File: config.mk
export PLATFORM = sky130hd
export DESIGN_NAME = boot_image_loader
export DESIGN_NICKNAME = d
export VERILOG_FILES = /design/src/rtl/loader_pkg.sv /design/src/rtl/byte_word_packer.sv /design/src/rtl/boot_image_loader.sv
export SDC_FILE = /design/constraint.sdc
export NUM_CORES = 1
export LEC_CHECK = 0
export ABC_CLOCK_PERIOD_IN_PS = 8650
export CAP_MARGIN = 20
export CORE_MARGIN = 2
export CORE_UTILIZATION = 31
export CTS_CLUSTER_SIZE = 24
export DETAILED_ROUTE_END_ITERATION = 10
export PLACE_DENSITY = 0.5
export SLEW_MARGIN = 20
export SYNTH_ARGS = -nofsm -noshare
export SYNTH_HDL_FRONTEND = slang
export SYNTH_SLANG_ARGS = --single-unit
File: constraint.sdc
create_clock -name clk -period 8.65 [get_ports clk]
set_clock_uncertainty 0.15 [all_clocks]
set_input_delay 0.865 -clock clk [delete_from_list [all_inputs] [get_ports clk]]
set_output_delay 0.865 -clock clk [all_outputs]
set_load 0.005 [all_outputs]
File: src/rtl/loader_pkg.sv
// rtl/loader_pkg.sv - shared state encoding and frame constants for the boot image loader
//
// Purpose : state enum, default frame start byte and memory target codes
//           shared by boot_image_loader and its bench.
// Ports   : none (package).

package loader_pkg;

  localparam logic [7:0] MAGIC_DEFAULT = 8'hA5;
  localparam logic [7:0] TARGET_INST   = 8'h00;
  localparam logic [7:0] TARGET_DATA   = 8'h01;

  typedef enum logic [3:0] {
    ST_IDLE,
    ST_ARMED,
    ST_TARGET,
    ST_CNT_HI,
    ST_CNT_LO,
    ST_ADDR_HI,
    ST_ADDR_LO,
    ST_DATA_HI,
    ST_DATA_LO,
    ST_CHECK,
    ST_DONE,
    ST_ERROR
  } load_state_e;

  // States in which the loader is willing to take a byte.
  function automatic logic is_receive_state(input load_state_e s);
    return (s != ST_IDLE) && (s != ST_DONE) && (s != ST_ERROR);
  endfunction

endpackage

File: src/rtl/byte_word_packer.sv
// rtl/byte_word_packer.sv - big-endian word assembly and running XOR checksum
//
// Purpose : holds the high payload byte until the low byte arrives and
//           presents the assembled word; XORs every payload byte into a
//           running checksum.
// Ports   : clk, rst (async, active-high), clr (sync clear), en (clock enable),
//           hi_load / lo_load (payload byte accepted as high / low half),
//           byte_data (incoming byte), word ({held high, byte_data}),
//           checksum (XOR of all payload bytes so far).

module byte_word_packer #(
  parameter int DATABITWIDTH = 16
) (
  input  logic                    clk,
  input  logic                    rst,
  input  logic                    clr,
  input  logic                    en,
  input  logic                    hi_load,
  input  logic                    lo_load,
  input  logic [7:0]              byte_data,
  output logic [DATABITWIDTH-1:0] word,
  output logic [7:0]              checksum
);

  logic [7:0] hi_q;
  logic [7:0] chk_q;

  always_ff @(posedge clk or posedge rst) begin
    if (rst) begin
      hi_q  <= 8'h00;
      chk_q <= 8'h00;
    end else if (clr) begin
      hi_q  <= 8'h00;
      chk_q <= 8'h00;
    end else if (en) begin
      if (hi_load) begin
        hi_q <= byte_data;
      end
      if (hi_load || lo_load) begin
        chk_q <= chk_q ^ byte_data;
      end
    end
  end

  // Combinational so the top can register the full word on the same edge
  // that accepts the low byte.
  assign word     = DATABITWIDTH'({hi_q, byte_data});
  assign checksum = chk_q;

endmodule

File: src/rtl/boot_image_loader.sv
// rtl/boot_image_loader.sv - serial boot frame parser writing instruction/data memory
//
// Purpose : parses MAGIC, TARGET, CNT(2), ADDR(2), CNT words (2 bytes each),
//           CHECK from a byte stream and emits registered memory write strobes.
// Ports   : clk, async_rst, clk_en, sync_rst; LoadStart arms the loader;
//           ByteValid/ByteData/ByteReady byte handshake; InstFlashEn,
//           DataFlashEn, FlashAddr, FlashData write port; SystemEnable when
//           the image verified; LoadError sticky on bad target or checksum.

module boot_image_loader
  import loader_pkg::*;
#(
  parameter int         DATABITWIDTH = 16,
  parameter int         ADDRBITWIDTH = 16,
  parameter logic [7:0] MAGIC        = MAGIC_DEFAULT
) (
  input  logic                    clk,
  input  logic                    async_rst,
  input  logic                    clk_en,
  input  logic                    sync_rst,
  input  logic                    LoadStart,
  input  logic                    ByteValid,
  input  logic [7:0]              ByteData,
  output logic                    ByteReady,
  output logic                    InstFlashEn,
  output logic                    DataFlashEn,
  output logic [ADDRBITWIDTH-1:0] FlashAddr,
  output logic [DATABITWIDTH-1:0] FlashData,
  output logic                    SystemEnable,
  output logic                    LoadError
);

  load_state_e             state_q;
  load_state_e             state_d;
  logic                    accept;
  logic                    is_data_q;
  logic [7:0]              cnt_hi_q;
  logic [15:0]             count_q;
  logic [7:0]              addr_hi_q;
  logic [ADDRBITWIDTH-1:0] addr_q;
  logic [DATABITWIDTH-1:0] packed_word;
  logic [7:0]              checksum;

  assign accept = ByteValid && ByteReady && clk_en;

  byte_word_packer #(
    .DATABITWIDTH(DATABITWIDTH)
  ) u_packer (
    .clk      (clk),
    .rst      (async_rst),
    .clr      (sync_rst),
    .en       (clk_en),
    .hi_load  (accept && (state_q == ST_DATA_HI)),
    .lo_load  (accept && (state_q == ST_DATA_LO)),
    .byte_data(ByteData),
    .word     (packed_word),
    .checksum (checksum)
  );

  // State register
  always_ff @(posedge clk or posedge async_rst) begin
    if (async_rst) begin
      state_q <= ST_IDLE;
    end else if (sync_rst) begin
      state_q <= ST_IDLE;
    end else if (clk_en) begin
      state_q <= state_d;
    end
  end

  // Next-state logic
  always_comb begin
    state_d = state_q;
    case (state_q)
      ST_IDLE:    if (LoadStart) state_d = ST_ARMED;
      ST_ARMED:   if (accept && (ByteData == MAGIC)) state_d = ST_TARGET;
      ST_TARGET: begin
        if (accept) begin
          if ((ByteData == TARGET_INST) || (ByteData == TARGET_DATA)) begin
            state_d = ST_CNT_HI;
          end else begin
            state_d = ST_ERROR;
          end
        end
      end
      ST_CNT_HI:  if (accept) state_d = ST_CNT_LO;
      ST_CNT_LO:  if (accept) state_d = ST_ADDR_HI;
      ST_ADDR_HI: if (accept) state_d = ST_ADDR_LO;
      // count_q was loaded two bytes earlier, so it is already valid here.
      ST_ADDR_LO: if (accept) state_d = (count_q == 16'd0) ? ST_CHECK : ST_DATA_HI;
      ST_DATA_HI: if (accept) state_d = ST_DATA_LO;
      // count_q still includes the word being written on this edge.
      ST_DATA_LO: if (accept) state_d = (count_q == 16'd1) ? ST_CHECK : ST_DATA_HI;
      ST_CHECK:   if (accept) state_d = (ByteData == checksum) ? ST_DONE : ST_ERROR;
      default:    state_d = state_q;
    endcase
  end

  // State-decoded outputs
  always_comb begin
    ByteReady    = is_receive_state(state_q);
    SystemEnable = (state_q == ST_DONE);
    LoadError    = (state_q == ST_ERROR);
  end

  // Frame fields and registered write port
  always_ff @(posedge clk or posedge async_rst) begin
    if (async_rst) begin
      is_data_q   <= 1'b0;
      cnt_hi_q    <= 8'h00;
      count_q     <= 16'd0;
      addr_hi_q   <= 8'h00;
      addr_q      <= '0;
      InstFlashEn <= 1'b0;
      DataFlashEn <= 1'b0;
      FlashAddr   <= '0;
      FlashData   <= '0;
    end else if (sync_rst) begin
      is_data_q   <= 1'b0;
      cnt_hi_q    <= 8'h00;
      count_q     <= 16'd0;
      addr_hi_q   <= 8'h00;
      addr_q      <= '0;
      InstFlashEn <= 1'b0;
      DataFlashEn <= 1'b0;
      FlashAddr   <= '0;
      FlashData   <= '0;
    end else if (clk_en) begin
      InstFlashEn <= 1'b0;
      DataFlashEn <= 1'b0;
      if (accept) begin
        case (state_q)
          ST_TARGET:  is_data_q <= (ByteData == TARGET_DATA);
          ST_CNT_HI:  cnt_hi_q  <= ByteData;
          ST_CNT_LO:  count_q   <= {cnt_hi_q, ByteData};
          ST_ADDR_HI: addr_hi_q <= ByteData;
          ST_ADDR_LO: addr_q    <= ADDRBITWIDTH'({addr_hi_q, ByteData});
          ST_DATA_LO: begin
            InstFlashEn <= !is_data_q;
            DataFlashEn <= is_data_q;
            FlashAddr   <= addr_q;
            FlashData   <= packed_word;
            addr_q      <= addr_q + ADDRBITWIDTH'(1);
            count_q     <= count_q - 16'd1;
          end
          default: ;
        endcase
      end
    end
  end

endmodule

==> results of run 1 <==
## synth_stat cells, types with 2 or more instances
master	n	area (um^2)
dfrtp_1	103	2577
o31ai_1	6	45.04
buf_6	3	33.78
ha_1	4	50.05
nand4_1	9	56.30
or4_1	7	52.55
o21ai_0	47	235.2
nor3_1	13	65.06
nor3b_1	2	15.01
nand2b_1	2	12.51
and3_1	6	37.54
nor2_1	39	146.4
a22oi_1	5	37.54
a22o_1	26	227.7
a311oi_1	3	26.28
a211oi_1	8	60.06
o211a_1	2	20.02
nand2_1	73	274.0
o211ai_1	3	22.52
a21oi_1	51	255.2
o22ai_1	3	18.77
buf_2	2	10.01
nand3b_1	4	30.03
a21o_1	2	15.01
clkbuf_1	36	135.1
inv_1	9	33.78
mux2_2	16	180.2
nor2b_1	14	87.58
nor4_1	14	87.58
nand3_1	14	70.07
a31oi_1	5	31.28
or3_1	6	37.54
xnor2_1	6	52.55
## layout make-up
cell class / count / area [um^2] / share of cell area (%)
Clock buffer: 9 / 225.2 / 3.620
Timing Repair Buffer: 58 / 555.5 / 8.928
Sequential cell: 103 / 2577 / 41.42
Tap cell: 220 / 275.3 / 4.424
Multi-Input combinational cell: 413 / 2492 / 40.06
Clock inverter: 7 / 60.06 / 0.9652
Inverter: 9 / 36.28 / 0.5831
## worst max-delay path: cells and delay by family
family,cells,cell delay [ns]
AND/OR/NAND/NOR,3,0.96
AO/OA/AOI/OAI,2,0.80
buffers and inverters,2,0.79
## path summary, 6_finish.rpt
path,from,end,slack [ns],depth (start not counted)
max reg2reg,state_q[2],FlashAddr[2],5.49,6
min in group asynchronous,async_rst,FlashAddr[14],0.90,2
max in group asynchronous,async_rst,FlashData[5],6.43,3
max,clk_en,FlashAddr[2],5.31,7
min reg2reg,u_packer.hi_q[6],FlashData[14],0.34,1
min,u_packer.hi_q[6],FlashData[14],0.34,1
## metrics by stage
step / setup WS [ns] / hold WS (ns) / instances
after floorplan: 4.931 / 0.2992 / 566
final: 5.315 / 0.3394 / 819
after detailed placement: 4.995 / 0.3224 / 803
after global placement: 5.089 / 0.3193 / 803
after CTS: 5.355 / 0.3409 / 819
after global routing: 5.180 / 0.3504 / 819
## cells by family after synthesis
group	after synthesis	synth area share, %
and+or+nand+nor	212	20.07
DFF	103	49.04
AOI/OAI and AO/OA	174	21.28
adders and majority gates	4	0.9522
xor gates and xnor gates	6	0.9998
muxes	17	3.618
buffers and inverters	50	4.047
## registers in the layout, indices dropped and copies added (netlist names)
signal / flops
DataFlashEn: 1
FlashAddr: 16
FlashData: 16
InstFlashEn: 1
addr_hi_q: 8
addr_q: 16
cnt_hi_q: 8
count_q: 16
is_data_q: 1
state_q: 4
u_packer.checksum: 8
u_packer.hi_q: 8
## layer usage
layer	vias to the layer above	wire [um]	track usage (%)
met2	120	6756	25.54
met1	2204	7107	24.47
met5	-	0	0
met3	16	701	2.646
li1	2143	-	-
met4	0	281	6.023
## power by group
group	internal [uW]	switching, uW	leakage [uW]
clock	202	203	0.000142
combinational	115	174	0.00100
sequential	515	68.9	0.00140
==> flow_summary_export.csv, run 1 <==
group,metric,value,unit
logic_synthesis,synthCells,566,
power,power.density,205.2,nW/um^2
critical_path,critPathLaunchType,"primary input",
logic_synthesis,syn_avg_cell_area,9.287,um^2
detailed_routing,wl,14.85,mm
layout,flow.area_growth_from_synthesis,18.38,%
logic_synthesis,netlist_area,5256,um^2
layout,drive_gt1_share,8.347,%
global_route,grt_pass1_vias,4258,
power,leakage,0.002544,uW
global_route,grt_max_degree,68,
floorplanning,start_util,31.70,%
critical_path,crit_chain,"clkdlybuf4s50_1, nand2_1, a211o_1, nor2_1, nor2_1, buf_4, a22o_1",
critical_path,crit_required,8.76,ns
floorplanning,dieWidth,134.2,um
timing,final.period_utilization,38.56,%
clocking,numClockSinks,103,
clocking,cts_buffers,9,
timing,hold_violations,0,
layout,final_area,6222,um^2
timing,relSlewSlack,33.82,%
layout,fill_cells,1657,
run_status,status,"finished clean",
clocking,hold_buffers,0,
detailed_routing,vias,4483,
logic_synthesis,yosys_warnings,0,
global_route,grt_overflow,0,
logic_synthesis,ys_async_sr_fraction,100.0,%
critical_path,slowest_delay,0.64,ns
detailed_routing,wl_per_cell,18.13,um
floorplanning,chipHeight,134.2,um
timing,timing.setup.tns,0,ns
power,total_power,1277,uW
layout,fin_nets,612,
layout,layout_commonest_cell,"dfrtp_1",
detailed_routing,drt-initial-drc-count,356,
floorplanning,num_io_pins,51,
logic_synthesis,syn-num-nets,584,
critical_path,crit_fanout,24,
flow_run,cap_violations,0,
power,ir_worst_vdd,0.08620,mV
placed_design,dp_hpwl,9.996,mm
timing,min_period,3.335,ns
timing,drv_slew,0,
global_route,grt_pass1_wl,23.72,mm
logic_synthesis,seq_area_frac_synth,49.04,%
detailed_routing,final_antenna_net_count,0,
critical_path,arrival,3.44,ns
layout,post-route-util,37.52,%
clocking,ctsHtreeMaxLevel,3,
floorplanning,rows,47,
layout,mostFrequentLayoutCells,"dfrtp_1, nand2_1, a21oi_1",
detailed_routing,drcViolationCount,0,
critical_path,cp_common_cell,"nor2_1",
critical_path,endpoint_kind,"register",
placed_design,io_buffers,50,
clocking,clock-root-buffer,"clkbuf_16",
global_route,grt_antenna_before_repair,0,
timing,grt_setup_unrepaired,"no",
clocking,clk_latency,0.36,ns
clocking,clock_path_buffers,2,
logic_synthesis,synth_cell_types,56,
floorplanning,dieArea,18010,um^2
logic_synthesis,ys_ff_latch,103,
timing,tightest_slew,0.9845,ns
timing,setup_viol_count_final,0,
clocking,cts_post_setup_buffers_inserted,0,
detailed_routing,drtPass1Iterations,6,
timing,fmax,299.8,MHz
detailed_routing,viasPerCell,5.474,
clocking,post_cts_resized,0,
hold_path,hold_class,"register to register",
logic_synthesis,synth_edf_count,0,
placed_design,globalplace.congestion,0.8837,
layout,diodes,0,
clocking,cts_tree,"built",
critical_path,crit_path_top_delay_cell,"nor2_1",
logic_synthesis,synth_flop_cell,"dfrtp_1",
critical_path,crit_type,"primary input to register",
floorplanning,floorplan.core_area,16580,um^2
placed_design,placed_area,5937,um^2
clocking,clk_pin_slew,0.08,ns
global_route,grt_use_total,16.88,%
No activity file was read; power rests on OpenSTA's default activity.
==> run 2, diff against run 1 <==
ABC_CLOCK_PERIOD_IN_PS = 3000   (was 8650)
PLACE_DENSITY = 0.51   (was 0.5)
clock period = 3 ns   (was 8.65 ns; I/O delays follow)
==> flow_summary_export.csv, run 2 (synthesized netlist as in run 1, its figures left out) <==
group,metric,value,unit
timing,tightest_slew,0.7795,ns
timing,relSlewSlack,47.55,%
power,power.density,615.2,nW/um^2
floorplanning,start_util,31.70,%
global_route,top_usage_layer,"met2",
floorplanning,chipHeight,134.2,um
placed_design,dp_hpwl,10.58,mm
critical_path,worstReg2RegStart,"state_q[1]",
timing,setup_ws,0.3140,ns
run_status,status,"finished clean",
global_route,grt_antenna_before_repair,0,
placed_design,io_buffers,50,
timing,hold_violations,0,
global_route,grt_pass1_wl,25.22,mm
global_route,grt_use_met2,27.75,%
critical_path,reg2reg_depth,5,
clocking,ctsHtreeMaxLevel,3,
floorplanning,dieArea,18010,um^2
critical_path,crit_required,2.55,ns
layout,mostFrequentLayoutCells,"dfrtp_1, nand2_1, a21oi_1",
layout,flow.area_growth_from_synthesis,22.78,%
critical_path,endpoint_kind,"output port",
clocking,clk_latency,0.36,ns
floorplanning,num_io_pins,51,
layout,fin_nets,633,
critical_path,endpoint,"SystemEnable",
layout,diodes,0,
clocking,cts_tree,"built",
floorplanning,rows,47,
detailed_routing,vias,4679,
power,leakage,0.002674,uW
layout,drive_gt1_share,11.13,%
detailed_routing,final_antenna_net_count,0,
clocking,clock_path_buffers,2,
clocking,cts_post_setup_buffers_inserted,0,
power,total_power,3970,uW
detailed_routing,wl,15.32,mm
clocking,clock-root-buffer,"clkbuf_16",
floorplanning,floorplan.core_area,16580,um^2
timing,holdWs,0.1879,ns
global_route,grt_use_total,17.79,%
clocking,clk_pin_slew,0.07,ns
global_route,grt_overflow,0,
timing,min_period,2.686,ns
detailed_routing,wl_per_cell,18.23,um
timing,final.period_utilization,89.53,%
timing,timing.setup.tns,0,ns
timing,setup_viol_count_final,0,
timing,grt_setup_unrepaired,"no",
critical_path,critPathLaunchType,"register",
placed_design,post-place-ws,0.3971,ns
clocking,post_cts_resized,0,
placed_design,globalplace.congestion,0.8788,
critical_path,reg2reg_to,"u_packer.checksum[4]",
clocking,hold_buffers,0,
power,ir_worst_vdd,0.2773,mV
flow_run,cap_violations,0,
clocking,cts_buffers,9,
global_route,grt_max_degree,47,
critical_path,arrival,2.24,ns
timing,fmax,372.3,MHz
layout,fill_cells,1657,
floorplanning,dieWidth,134.2,um
clocking,numClockSinks,103,
critical_path,crit_type,"register to output port",
global_route,met3_usage,3.968,%
timing,drv_slew,0,
global_route,grt_pass1_vias,4593,
detailed_routing,drtPass1Iterations,5,
global_route,met1_usage,24.86,%
detailed_routing,drt-initial-drc-count,410,
critical_path,crit_fanout,11,
critical_path,rrSetupSlack,0.45,ns
hold_path,hold_class,"primary input to register",
critical_path,critPathLaunch,"state_q[1]",
layout,layout_commonest_cell,"dfrtp_1",
detailed_routing,viasPerCell,5.570,
detailed_routing,drcViolationCount,0,
-- run 2: how the worst min path moves through the flow --
stage / from / end / slack [ns] / depth (start not counted)
finish: sync_rst / FlashData[4] / 0.19 / 2
global route: sync_rst / FlashData[7] / 0.19 / 2
CTS: sync_rst / FlashData[4] / 0.17 / 2
detailed placement: addr_hi_q[7] / addr_hi_q[7] / 0.32 / 2
global placement: addr_hi_q[4] / addr_hi_q[4] / 0.32 / 2
floorplan: ByteData[1] / FlashData[1] / 0.28 / 2
-- run 2: metrics by stage --
stage                     instances  area [um^2]  utilization, %
after detailed placement        824         6108           36.83
after global routing            840         6454           38.92
final                           840         6454           38.92
after floorplan                 566         5260               -
after CTS                       840         6454           38.92
after global placement          824         6108           36.83
-- run 2: layout make-up --
| cell class | instances | area (um^2) | area share, % |
|---|---|---|---|
| Sequential cell | 103 | 2577 | 39.94 |
| Clock buffer | 9 | 225.2 | 3.490 |
| Clock inverter | 7 | 120.1 | 1.861 |
| Tap cell | 220 | 275.3 | 4.265 |
| Timing Repair Buffer | 79 | 738.2 | 11.44 |
| Multi-Input combinational cell | 413 | 2480 | 38.43 |
| Inverter | 9 | 37.54 | 0.5816 |
-- run 2: worst max-delay path: stages, from the launching register on --
cell and delay (ns):
dfrtp_1 0.54, buf_4 0.23, nor2b_1 0.32, nand2_1 0.12, nor2_1 0.14, clkdlybuf4s50_1 0.53
-- run 2: power breakdown --
group          internal (uW)  switching [uW]
Sequential              1490             120
Clock                    819             555
Combinational            392             597
Total                   2700            1270
-- run 2: routing by layer --
| metal | routed length, um | share of wire (%) |
|---|---|---|
| met4 | 248 | 1.6 |
| met2 | 6951 | 45 |
| met5 | 0 | 0 |
| met1 | 7204 | 47 |
| met3 | 912 | 6.0 |
==> run 3, diff against run 2 <==
ABC_CLOCK_PERIOD_IN_PS = 2600   (was 3000)
PLACE_DENSITY = 0.5   (was 0.51)
clock period = 2.6 ns   (was 3 ns; I/O delays follow)
==> flow_summary_export.csv, run 3 (synthesized netlist as in run 1, its figures left out) <==
group,metric,value,unit
run_status,status,"finished clean",
hold_path,min-delay-start,"sync_rst",
timing,drv_slew,0,
critical_path,worstReg2RegStart,"state_q[1]",
critical_path,rrSetupSlack,0.21,ns
floorplanning,start_util,31.70,%
layout,diodes,0,
detailed_routing,vias,4622,
timing,relSlewSlack,54.34,%
power,total_power,4503,uW
detailed_routing,drtPass1Iterations,5,
layout,fill_cells,1656,
clocking,cts_post_setup_buffers_inserted,0,
floorplanning,rows,47,
critical_path,crit_required,2.19,ns
floorplanning,num_io_pins,51,
layout,layout_commonest_cell,"dfrtp_1",
detailed_routing,final_antenna_net_count,0,
layout,stdcell_count,846,
critical_path,critPathLaunchType,"register",
timing,tightest_slew,0.6787,ns
clocking,clk_latency,0.36,ns
critical_path,arrival,2.03,ns
layout,post-route-util,39.35,%
detailed_routing,wl_per_cell,18.27,um
detailed_routing,drt-initial-drc-count,483,
clocking,clock-root-buffer,"clkbuf_16",
hold_path,whs_endpoint,"FlashData[7]",
timing,fmax,409.4,MHz
power,ir_worst_vdd,0.3553,mV
power,power.density,690.2,nW/um^2
placed_design,globalplace.congestion,0.8527,
timing,final.period_utilization,93.95,%
floorplanning,chipHeight,134.2,um
critical_path,crit_fanout,10,
critical_path,crit_type,"register to output port",
placed_design,placedCellCount,831,
clocking,hold_buffers,0,
detailed_routing,drcViolationCount,0,
global_route,grt_pass1_wl,24.90,mm
layout,drive_gt1_share,11.98,%
timing,setup_viol_count_final,0,
clocking,clk_pin_slew,0.07,ns
global_route,grt_antenna_before_repair,0,
clocking,cts_tree,"built",
hold_path,min_delay_path_depth,2,
layout,fin_nets,640,
floorplanning,dieArea,18010,um^2
global_route,grt_overflow,0,
clocking,numClockSinks,103,
timing,timing.setup.tns,0,ns
global_route,grt_pass1_vias,4556,
hold_path,hold_class,"primary input to register",
layout,flow.area_growth_from_synthesis,24.14,%
timing,hold_violations,0,
layout,multi_input_area,2482,um^2
clocking,cts_buffers,9,
layout,regArea,2577,um^2
detailed_routing,viasPerCell,5.463,
layout,mostFrequentLayoutCells,"dfrtp_1, nand2_1, a21oi_1",
timing,grt_setup_unrepaired,"no",
placed_design,dp_hpwl,10.77,mm
critical_path,reg2reg_depth,4,
flow_run,cap_violations,0,
detailed_routing,wl,15.46,mm
global_route,grt_max_degree,47,
power,leakage,0.002713,uW
global_route,grt_use_total,17.74,%
critical_path,endpoint_kind,"output port",
placed_design,io_buffers,50,
timing,min_period,2.443,ns
critical_path,reg2reg_to,"state_q[0]",
clocking,ctsHtreeMaxLevel,3,
floorplanning,floorplan.core_area,16580,um^2
floorplanning,dieWidth,134.2,um
clocking,clock_path_buffers,2,
==> run 3: worst max path at each step <==
stage                            from              endpoint  slack, ns  depth (start not counted)
final                      state_q[2]          SystemEnable       0.16                          5
after global routing       count_q[0]           count_q[10]       0.08                          8
after CTS                  state_q[2]             LoadError       0.08                          5
after detailed placement  ByteData[3]            state_q[1]       0.13                          6
after global placement    ByteData[3]            state_q[1]       0.12                          6
after floorplan            state_q[1]  u_packer.checksum[0]       0.26                          8
==> run 3: stage by stage <==
step	area, um^2	setup slack, ns	hold WS, ns
2_1_floorplan	5260	0.2640	0.2407
3_3_place_gp	6211	0.1201	0.3221
3_5_place_dp	6211	0.1261	0.3247
4_1_cts	6523	0.08087	0.08177
5_1_grt	6525	0.08212	0.1067
6_report	6525	0.1572	0.09178
==> run 3: layout make-up <==
cell class                      instances  share of cell area (%)
Timing Repair Buffer                   86                   12.89
Clock inverter                          5                   1.266
Multi-Input combinational cell        413                   38.04
Tap cell                              220                   4.219
Sequential cell                       103                   39.50
Clock buffer                           10                   3.509
Inverter                                9                  0.5753
==> run 3: routing by layer <==
metal | GRT usage (%) | wire length, um | share of wire (%)
met5 | 0 | 0 | 0
met4 | 3.743 | 178 | 1.2
met3 | 4.762 | 971 | 6.3
met2 | 27.78 | 7040 | 46
met1 | 24.74 | 7268 | 47
==> run 3: repair_timing <==
item                       4_1_cts  5_1_grt
gates resized for setup          0        1
hold endpoints to repair         0        0
setup endpoints to repair        0        2
==> run 3: critical path, cell delays in order (launching register included) <==
cell	delay (ns)
dfrtp_1	0.47
buf_4	0.22
nor2b_2	0.23
nand2_1	0.10
nor2_1	0.13
clkdlybuf4s50_1	0.52
==> run 3: where the power goes <==
part | total, uW | internal, uW | switching [uW]
combinational | 1180 | 485 | 695
clock | 1460 | 843 | 618
sequential | 1860 | 1720 | 147
